<file path="config.mk">
export PLATFORM = sky130hd
export DESIGN_NAME = uart_frame_tx
export DESIGN_NICKNAME = d
export VERILOG_FILES = /design/src/rtl/uart_pkg.sv /design/src/rtl/uart_tx_byte.sv /design/src/rtl/uart_frame_tx.sv
export SDC_FILE = /design/constraint.sdc
export NUM_CORES = 1
export LEC_CHECK = 0
export CORE_MARGIN = 2
export CORE_UTILIZATION = 30
export CTS_CLUSTER_DIAMETER = 100
export DETAILED_ROUTE_END_ITERATION = 12
export PLACE_DENSITY_LB_ADDON = 0.08
export SLEW_MARGIN = 30
export SYNTH_ARGS = -nofsm -noshare
export SYNTH_HDL_FRONTEND = slang
export SYNTH_SLANG_ARGS = --single-unit
</file>
<file path="constraint.sdc">
create_clock -name clk -period 5.1 [get_ports clk]
set_clock_uncertainty 0.1 [all_clocks]
set_input_delay 0.51 -clock clk [delete_from_list [all_inputs] [get_ports clk]]
set_output_delay 0.51 -clock clk [all_outputs]
set_load 0.05 [all_outputs]
</file>
<file path="src/rtl/uart_pkg.sv">
// Shared UART definitions for the transmit-side frame serializer and the
// receive-side 3-byte shift register.
//   tx_state_t         : per-character serializer state
//   UART_DATA_BITS     : data bits per 8N1 character
//   FRAME_BYTES        : bytes per frame (matches the receive shift register)
//   calc_clks_per_bit  : clock cycles per serial bit from clock and baud rate
package uart_pkg;

    localparam int UART_DATA_BITS = 8;
    localparam int FRAME_BYTES    = 3;

    typedef enum logic [1:0] {
        IDLE,
        START,
        DATA,
        STOP
    } tx_state_t;

    function automatic int calc_clks_per_bit(input int clk_freq, input int baud);
        return clk_freq / baud;
    endfunction

endpackage

</file>
<file path="src/rtl/uart_tx_byte.sv">
// Single-character 8N1 serializer with a valid/ready handshake.
//   clk, rst_n : clock, synchronous active-low reset
//   valid      : data holds a character to send
//   data       : character, sent LSB first
//   ready      : character accepted on this edge when valid is also high;
//                also high in the last cycle of a stop bit so the next start
//                bit follows with no idle gap
//   tx         : serial line, registered, idle high
module uart_tx_byte
    import uart_pkg::*;
#(
    parameter int CLKS_PER_BIT = 434
) (
    input  logic       clk,
    input  logic       rst_n,
    input  logic       valid,
    input  logic [7:0] data,
    output logic       ready,
    output logic       tx
);

    localparam int              CW        = $clog2(CLKS_PER_BIT);
    localparam logic [CW-1:0]   BAUD_LAST = CW'(CLKS_PER_BIT - 1);
    localparam logic [2:0]      BIT_LAST  = 3'(UART_DATA_BITS - 1);

    tx_state_t     state_q, state_d;
    logic [CW-1:0] baud_cnt_q, baud_cnt_d;
    logic [2:0]    bit_cnt_q, bit_cnt_d;
    logic [7:0]    shift_q, shift_d;
    logic          tx_q, tx_d;
    logic          bit_end;

    // NOTE: sequential state uses non-blocking assignments only, so every flop
    // samples the pre-edge value of every other flop.
    always_ff @(posedge clk) begin
        if (!rst_n) begin
            state_q    <= IDLE;
            baud_cnt_q <= '0;
            bit_cnt_q  <= '0;
            shift_q    <= '0;
            tx_q       <= 1'b1;
        end else begin
            state_q    <= state_d;
            baud_cnt_q <= baud_cnt_d;
            bit_cnt_q  <= bit_cnt_d;
            shift_q    <= shift_d;
            tx_q       <= tx_d;
        end
    end

    assign bit_end = (baud_cnt_q == BAUD_LAST);
    assign ready   = (state_q == IDLE) || ((state_q == STOP) && bit_end);
    assign tx      = tx_q;

    // NOTE: every output of this block gets a default first; a path that
    // skipped one would infer a latch.
    always_comb begin
        state_d    = state_q;
        baud_cnt_d = bit_end ? '0 : baud_cnt_q + CW'(1);
        bit_cnt_d  = bit_cnt_q;
        shift_d    = shift_q;
        tx_d       = tx_q;

        unique case (state_q)
            IDLE: begin
                baud_cnt_d = '0;
                bit_cnt_d  = '0;
                tx_d       = 1'b1;
                if (valid) begin
                    state_d = START;
                    shift_d = data;
                    tx_d    = 1'b0;
                end
            end
            START: begin
                if (bit_end) begin
                    state_d = DATA;
                    tx_d    = shift_q[0];
                end
            end
            DATA: begin
                if (bit_end) begin
                    if (bit_cnt_q == BIT_LAST) begin
                        state_d   = STOP;
                        bit_cnt_d = '0;
                        tx_d      = 1'b1;
                    end else begin
                        bit_cnt_d = bit_cnt_q + 3'd1;
                        shift_d   = {1'b0, shift_q[7:1]};
                        tx_d      = shift_q[1];
                    end
                end
            end
            STOP: begin
                if (bit_end) begin
                    // A character offered here starts on the very next edge,
                    // keeping characters back-to-back.
                    if (valid) begin
                        state_d = START;
                        shift_d = data;
                        tx_d    = 1'b0;
                    end else begin
                        state_d = IDLE;
                        tx_d    = 1'b1;
                    end
                end
            end
            default: begin
                state_d = IDLE;
                tx_d    = 1'b1;
            end
        endcase
    end

endmodule

</file>
<file path="src/rtl/uart_frame_tx.sv">
// Serializes a 3-byte frame as three back-to-back 8N1 characters, byte 2
// first, so a receiving 3-byte shift register ends with each byte at the
// same index it has here.
//   clk, rst_n   : clock, synchronous active-low reset
//   start        : request a frame; honoured only while busy is low
//   byte_in0..2  : frame bytes, captured on the accept edge
//   tx           : serial line, idle high
//   busy         : frame in flight
//   byte_idx     : index of the byte on the line; 0 when idle
//   done         : one-cycle pulse after the final stop bit
module uart_frame_tx
    import uart_pkg::*;
#(
    parameter int CLK_FREQ     = 50_000_000,
    parameter int BAUD         = 115200,
    parameter int CLKS_PER_BIT = calc_clks_per_bit(CLK_FREQ, BAUD)
) (
    input  logic       clk,
    input  logic       rst_n,
    input  logic       start,
    input  logic [7:0] byte_in0,
    input  logic [7:0] byte_in1,
    input  logic [7:0] byte_in2,
    output logic       tx,
    output logic       busy,
    output logic [1:0] byte_idx,
    output logic       done
);

    localparam logic [1:0] FIRST_IDX = 2'(FRAME_BYTES - 1);

    logic       busy_q, busy_d;
    logic [1:0] idx_q, idx_d;
    logic       done_q, done_d;
    logic [7:0] byte1_q, byte1_d;
    logic [7:0] byte0_q, byte0_d;
    logic       accept, advance, finish;
    logic       tx_valid, tx_ready;
    logic [7:0] tx_data;

    uart_tx_byte #(
        .CLKS_PER_BIT(CLKS_PER_BIT)
    ) u_tx_byte (
        .clk  (clk),
        .rst_n(rst_n),
        .valid(tx_valid),
        .data (tx_data),
        .ready(tx_ready),
        .tx   (tx)
    );

    always_ff @(posedge clk) begin
        if (!rst_n) begin
            busy_q  <= 1'b0;
            idx_q   <= '0;
            done_q  <= 1'b0;
            byte1_q <= '0;
            byte0_q <= '0;
        end else begin
            busy_q  <= busy_d;
            idx_q   <= idx_d;
            done_q  <= done_d;
            byte1_q <= byte1_d;
            byte0_q <= byte0_d;
        end
    end

    // Byte 2 goes straight from the input into the serializer on the accept
    // edge, so only bytes 1 and 0 are held here. While busy, tx_ready is high
    // only in the last cycle of a stop bit, which is where the next byte is
    // handed over.
    always_comb begin
        accept  = start && !busy_q;
        advance = busy_q && tx_ready && (idx_q != 2'd0);
        finish  = busy_q && tx_ready && (idx_q == 2'd0);

        tx_valid = accept || advance;
        tx_data  = byte_in2;
        if (!accept) begin
            tx_data = (idx_q == 2'd2) ? byte1_q : byte0_q;
        end

        busy_d  = busy_q;
        idx_d   = idx_q;
        done_d  = finish;
        byte1_d = byte1_q;
        byte0_d = byte0_q;

        if (accept) begin
            busy_d  = 1'b1;
            idx_d   = FIRST_IDX;
            byte1_d = byte_in1;
            byte0_d = byte_in0;
        end else if (advance) begin
            idx_d = idx_q - 2'd1;
        end else if (finish) begin
            busy_d = 1'b0;
            idx_d  = '0;
        end
    end

    assign busy     = busy_q;
    assign byte_idx = idx_q;
    assign done     = done_q;

endmodule

</file>
==> impl_results.md, run 1 <==
* Cells after Synth at 264
* Drt drc at 0
* H-tree Lvls at 2
* Worst-path clk slew at 90 ps
* Skew-Pair Late Insertion Delay at 300 ps
* CP Launch Type: input pin
* Final number of setup-violating endpoints at 0
* Die area at 0.008129 mm2
* First-pass GRT wire length at 8.369 mm
* Post-DP Area at 0.002610 mm2
* Synthesized area at 0.002227 mm2
* DR WL/cell at 12.73 um
* Hold WS at 356.4 ps
* CP Capture Type: flip-flop
* Die W at 90.16 um
* P_leak at 0.9945 nW
* Final setup TNS at 0 ps
* PD cells at 384.9 mW/mm2
* Yosys warns at 0
* Cell variety after synth at 42
* CP max-delay cell: clkdlybuf4s50_1
* Via/cell ratio at 4.745
* Detailed placement HPWL at 3.519 mm
* Sequential fraction of the synthesis area at 38.65%
* Clk sinks at 43
* Slew @ Worst Pin at 739.5 ps
* Slew Limit Fails at 0
* Critical-path cell list: clkdlybuf4s50_1 -> inv_1 -> or3_1 -> nor2_1
* Critical-path maximum fanout at 23
* Hold Crit Class: flip-flop to flip-flop
* Die Height at 90.16 um
* Routed Antenna Nets at 0
* Total power at 1.040 mW
* Core box area at 0.007214 mm2
* Final wirelength at 4.938 mm
* Final core utilization at 37.46%
* Most common cell after layout, fill and taps aside: nand2_1
* Place WS at 2160 ps
* Post-Place Cells at 380
* # IOs at 32
* Clock buffer depth at 2
* Hold Fails Final Rpt at 0
* Num CTS Buffers at 5
* Worst EP arrival at 2740 ps
* CTS tree: yes
* Total track usage at 12.59%
* First-iteration detailed-routing DRC count at 82
* Starting Density at 30.87%
* Non-filler cells in the finished layout at 388
* Syn avg cell area at 8.436 um2
* Post-cts resize count at 0
* N_diodes at 0
* Area Growth Syn to Fin at 21.35%
* Outcome: complete, no violations
* Post-CTS Hold Buffers at 0
* Finished Cell Area at 0.002703 mm2
* Syn nets at 302
* DR vias at 1841
* Layout cell share with drive strength beyond 1 at 6.228%
* Nets at 326
* Initial antenna violation count at 0
* PnR worst setup slack at 2503 ps
* Crit path required time at 5240 ps
* Crit Path Category: input pin to flip-flop
* Std cell rows at 31
* GR Overflow Total at 0
* Placer Congestion at 0.7250
* Final worst path period share at 50.92%
* Most frequent cells in the layout: 49 x nand2_1, 43 x dfxtp_1, 31 x clkdlybuf4s50_1
* Max-cap violations at 0
* Post-route minimum period at 2597 ps
* RSZ-0062 raised after global routing: no
* Pre-antenna DRT Iters at 4
* Largest net degree at the start of global routing at 32
* Critical path's largest stage delay at 900 ps
* Setup Buffers After CTS at 0
* Seq cells post-synth at 43
* Vias in the first global route at 1760
* Max-Slew Margin vs Limit at 50.65%
* VDD IR max at 0.09967 mV
* I/O Buffers at 31
* Achievable Freq at 385.0 MHz
* Root buffer cell: clkbuf_8
[per-layer routing]
layer / global-route usage [%] / up-vias / routed length, um
li1: - / 963 / -
met1: 17.60 / 843 / 2579
met2: 18.98 / 30 / 2112
met3: 3.521 / 5 / 183
met4: 3.462 / 0 / 61
met5: 0 / - / 0
[worst max-delay path: cells and delay by family]
kind | cells | cell delay [ps]
and+or+nand+nor | 2 | 780
buffers and inverters | 2 | 1440
[power breakdown]
group,leakage (nW),total (mW),switching [mW],internal [mW]
Clock,0.0408,0.230,0.132,0.0981
Combinational,0.603,0.394,0.224,0.170
Sequential,0.351,0.416,0.0342,0.381
Total,0.995,1.04,0.391,0.650
[area by class of cell]
type	count	area, um2
tap	99	123.9
clock buffer	5	68.82
inverter	8	30.03
timing repair buffer	33	325.3
clock inverter	3	23.77
sequential	43	860.8
fill	772	4512
multi-input combinational	197	1270
[path summary, 6_finish.rpt]
path,startpoint,endpoint,slack [ps],depth (start not counted)
min reg2reg,byte0_q[5]$_SDFFE_PN0P_,byte0_q[5]$_SDFFE_PN0P_,360,2
min,byte0_q[5]$_SDFFE_PN0P_,byte0_q[5]$_SDFFE_PN0P_,360,2
max reg2reg,u_tx_byte.state_q[0]$_SDFFE_PN0P_,u_tx_byte.state_q[0]$_SDFFE_PN0P_,2790,5
max,rst_n,u_tx_byte.baud_cnt_q[2]$_SDFF_PP0_,2500,4
[registers in the layout (all words and copies together), names as in the netlist]
register	count
busy	1
u_tx_byte.tx	1
u_tx_byte.state_q	2
u_tx_byte.shift_q	8
done	1
byte_idx	2
u_tx_byte.bit_cnt_q	3
byte1_q	8
u_tx_byte.baud_cnt_q	9
byte0_q	8
[synth_stat cells, drive strengths merged]
cell type	number	share of area (%)
nand2	49	8.3
dfxtp	43	39
a21oi	21	4.7
mux2i	17	7.6
nor2	15	2.5
clkbuf	11	1.9
ha	11	6.2
o21ai	11	2.5
a211oi	8	2.7
and2	8	2.2
inv	8	1.3
nor3b	7	2.4
a31oi	5	2.1
buf	5	1.1
xnor2	5	2.0
and3	4	1.2
a21o	3	1.0
nand3	3	0.67
nand3b	3	1.0
nor2b	3	0.84
a311oi	2	0.79
a32oi	2	0.79
nand2b	2	0.56
nor3	2	0.45
or3	2	0.56
xor2	2	0.79
a311o	1	0.51
and2b	1	0.39
and4b	1	0.62
and4bb	1	0.56
nand4	1	0.28
nand4b	1	0.39
nand4bb	1	0.51
o2111ai	1	0.39
o211ai	1	0.56
o21a	1	0.34
o32ai	1	0.39
or2	1	0.28
[cell families after synthesis]
kind of cell	after synthesis	synth area share (%)
buf+inv	24	4.326
mux	17	7.640
compound gates	57	16.74
fa+ha+maj	11	6.180
xor+xnor	7	2.753
flops	43	38.65
simple gates	105	23.71
(Power assumes the default switching activity.)
==> run 2, diff against run 1 <==
- clock period: 5.1 -> 2.2 ns (I/O delays scaled with it)
==> run 2 against run 1 <==
Sequential share of layout area shrank 0.69 points. Sequential power grew 130%. Routed wire length grew 6.1%. Clock power is 120% higher. First-iteration DRC count fell by 26%. Critical endpoint is now busy. Highest routed layer unchanged.
==> impl_results.md, run 2 (synthesized netlist as in run 1, its figures left out) <==
* Skew-Pair Late Insertion Delay at 300 ps (about the same)
* Final wirelength at 5.240 mm (+6.1%)
* Num CTS Buffers at 5 (unchanged)
* CP max-delay cell: clkdlybuf4s50_1
* VDD IR max at 0.2437 mV (+140%)
* Pre-antenna DRT Iters at 4 (unchanged)
* Hold Crit Class: input pin to flip-flop
* Vias in the first global route at 1749 (-0.63%)
* Max-Slew Margin vs Limit at 60.36% (+9.7 points)
* CTS tree: yes
* Most common cell after layout, fill and taps aside: nand2_1
* CP Capture Type: primary output
* Clk sinks at 43 (unchanged)
* CP Launch Type: flip-flop
* Hold Fails Final Rpt at 0 (unchanged)
* I/O Buffers at 31 (unchanged)
* Post-CTS Hold Buffers at 0 (unchanged)
* Most flop-heavy register: u_tx_byte.baud_cnt_q
* Largest net degree at the start of global routing at 23 (-28%)
* Critical path's largest stage delay at 890 ps (about the same)
* Via/cell ratio at 4.665 (-1.7%)
* First-pass GRT wire length at 8.901 mm (+6.4%)
* Worst EP arrival at 1790 ps (-950 ps)
* Slew @ Worst Pin at 592.9 ps (-146.6 ps)
* Die W at 90.16 um (unchanged)
* Die Height at 90.16 um (unchanged)
* First-iteration detailed-routing DRC count at 61 (-26%)
* Slew Limit Fails at 0 (unchanged)
* Crit-path leading delay family: buffers and inverters
* N_diodes at 0 (unchanged)
* H-tree Lvls at 2 (unchanged)
* Achievable Freq at 473.1 MHz
* Std cell rows at 31 (unchanged)
* Post-route minimum period at 2114 ps
* Core box area at 0.007214 mm2 (unchanged)
* PD cells at 881.8 mW/mm2 (+130%)
* P_leak at 1.039 nW (+4.5%)
* DR vias at 1852 (+0.60%)
* Final worst path period share at 96.08%
* Final number of setup-violating endpoints at 0 (unchanged)
* Initial antenna violation count at 0 (unchanged)
* Clock buffer depth at 2 (unchanged)
* Detailed placement HPWL at 3.803 mm (+8.1%)
* Max-cap violations at 0 (unchanged)
* Worst-path clk slew at 90 ps (about the same)
* Nets at 335 (+2.8%)
* Critical-path cell list: clkdlybuf4s50_1
* Layout cell share with drive strength beyond 1 at 8.725% (+2.5 points)
* Final setup TNS at 0 ps (unchanged)
* RSZ-0062 raised after global routing: no
* Critical-path maximum fanout at 13 (-43%)
* Most frequent cells in the layout: 49 x nand2_1, 43 x dfxtp_1, 31 x clkdlybuf4s50_1
* Area Growth Syn to Fin at 24.04%
* Drt drc at 0 (unchanged)
* Die area at 0.008129 mm2 (unchanged)
* Setup Buffers After CTS at 0 (unchanged)
* GR Overflow Total at 0 (unchanged)
* Post-Place Cells at 389 (+2.4%)
* Outcome: complete, no violations
* Max FFs per register at 9 (unchanged)
* Placer Congestion at 0.8100 (+12%)
* Crit path required time at 1880 ps (-3360 ps)
* DR WL/cell at 13.20 um (+3.7%)
* Starting Density at 30.87% (unchanged)
* Routed Antenna Nets at 0 (unchanged)
* Root buffer cell: clkbuf_8
* Non-filler cells in the finished layout at 397 (+2.3%)
* Crit Path Category: flip-flop to primary output
* Total track usage at 13.58% (+0.99 points)
* Post-cts resize count at 0 (unchanged)
* CP bufs+invs at 1 (-1)
* # IOs at 32 (unchanged)
## run 2: metrics by stage
stage	instance area, um2	power, mW	util [%]	hold slack, ps	worst slack (ps)
2_1_floorplan	2227	1.661	-	256.0	139.1
3_3_place_gp	2678	1.963	37.11	342.3	332.6
3_5_place_dp	2678	1.951	37.11	345.6	294.6
4_1_cts	2763	2.470	38.29	345.0	88.43
5_1_grt	2763	2.618	38.29	357.3	3.630
6_report	2763	2.436	38.29	356.5	86.16
## run 2: layout make-up
type,instances,area (um2)
clock inverter,2,12.51
timing repair buffer,42,392.9
fill,797,4452
tap,99,123.9
inverter,8,30.03
clock buffer,6,72.57
multi-input combinational,197,1270
sequential,43,860.8
## run 2: path summary, 6_finish.rpt
kind	from	end	slack [ps]	cells past startpoint
hold / removal	byte_in0[0]	byte0_q[0]$_SDFFE_PN0P_	360	3
setup / recovery	busy$_SDFFE_PN0P_	busy	90	1
setup reg to reg	u_tx_byte.state_q[0]$_SDFFE_PN0P_	u_tx_byte.shift_q[3]$_SDFFE_PN0P_	280	6
hold reg to reg	byte0_q[6]$_SDFFE_PN0P_	byte0_q[6]$_SDFFE_PN0P_	360	2
## run 2: per-layer routing
metal	vias to the layer above	part of all wire, %	wire (um)	global-route usage (%)
met5	-	0	0	0
met4	0	1.4	75	4.615
met3	6	2.7	142	3.269
met2	22	42	2206	19.74
met1	843	54	2815	19.58
li1	981	-	-	-
## run 2: power breakdown
group          internal [mW]  leakage [nW]  total [mW]  switching, mW
clock                  0.222        0.0412       0.507          0.284
sequential             0.884         0.351       0.960         0.0762
combinational          0.436         0.647       0.969          0.533
total                   1.54          1.04        2.44          0.894
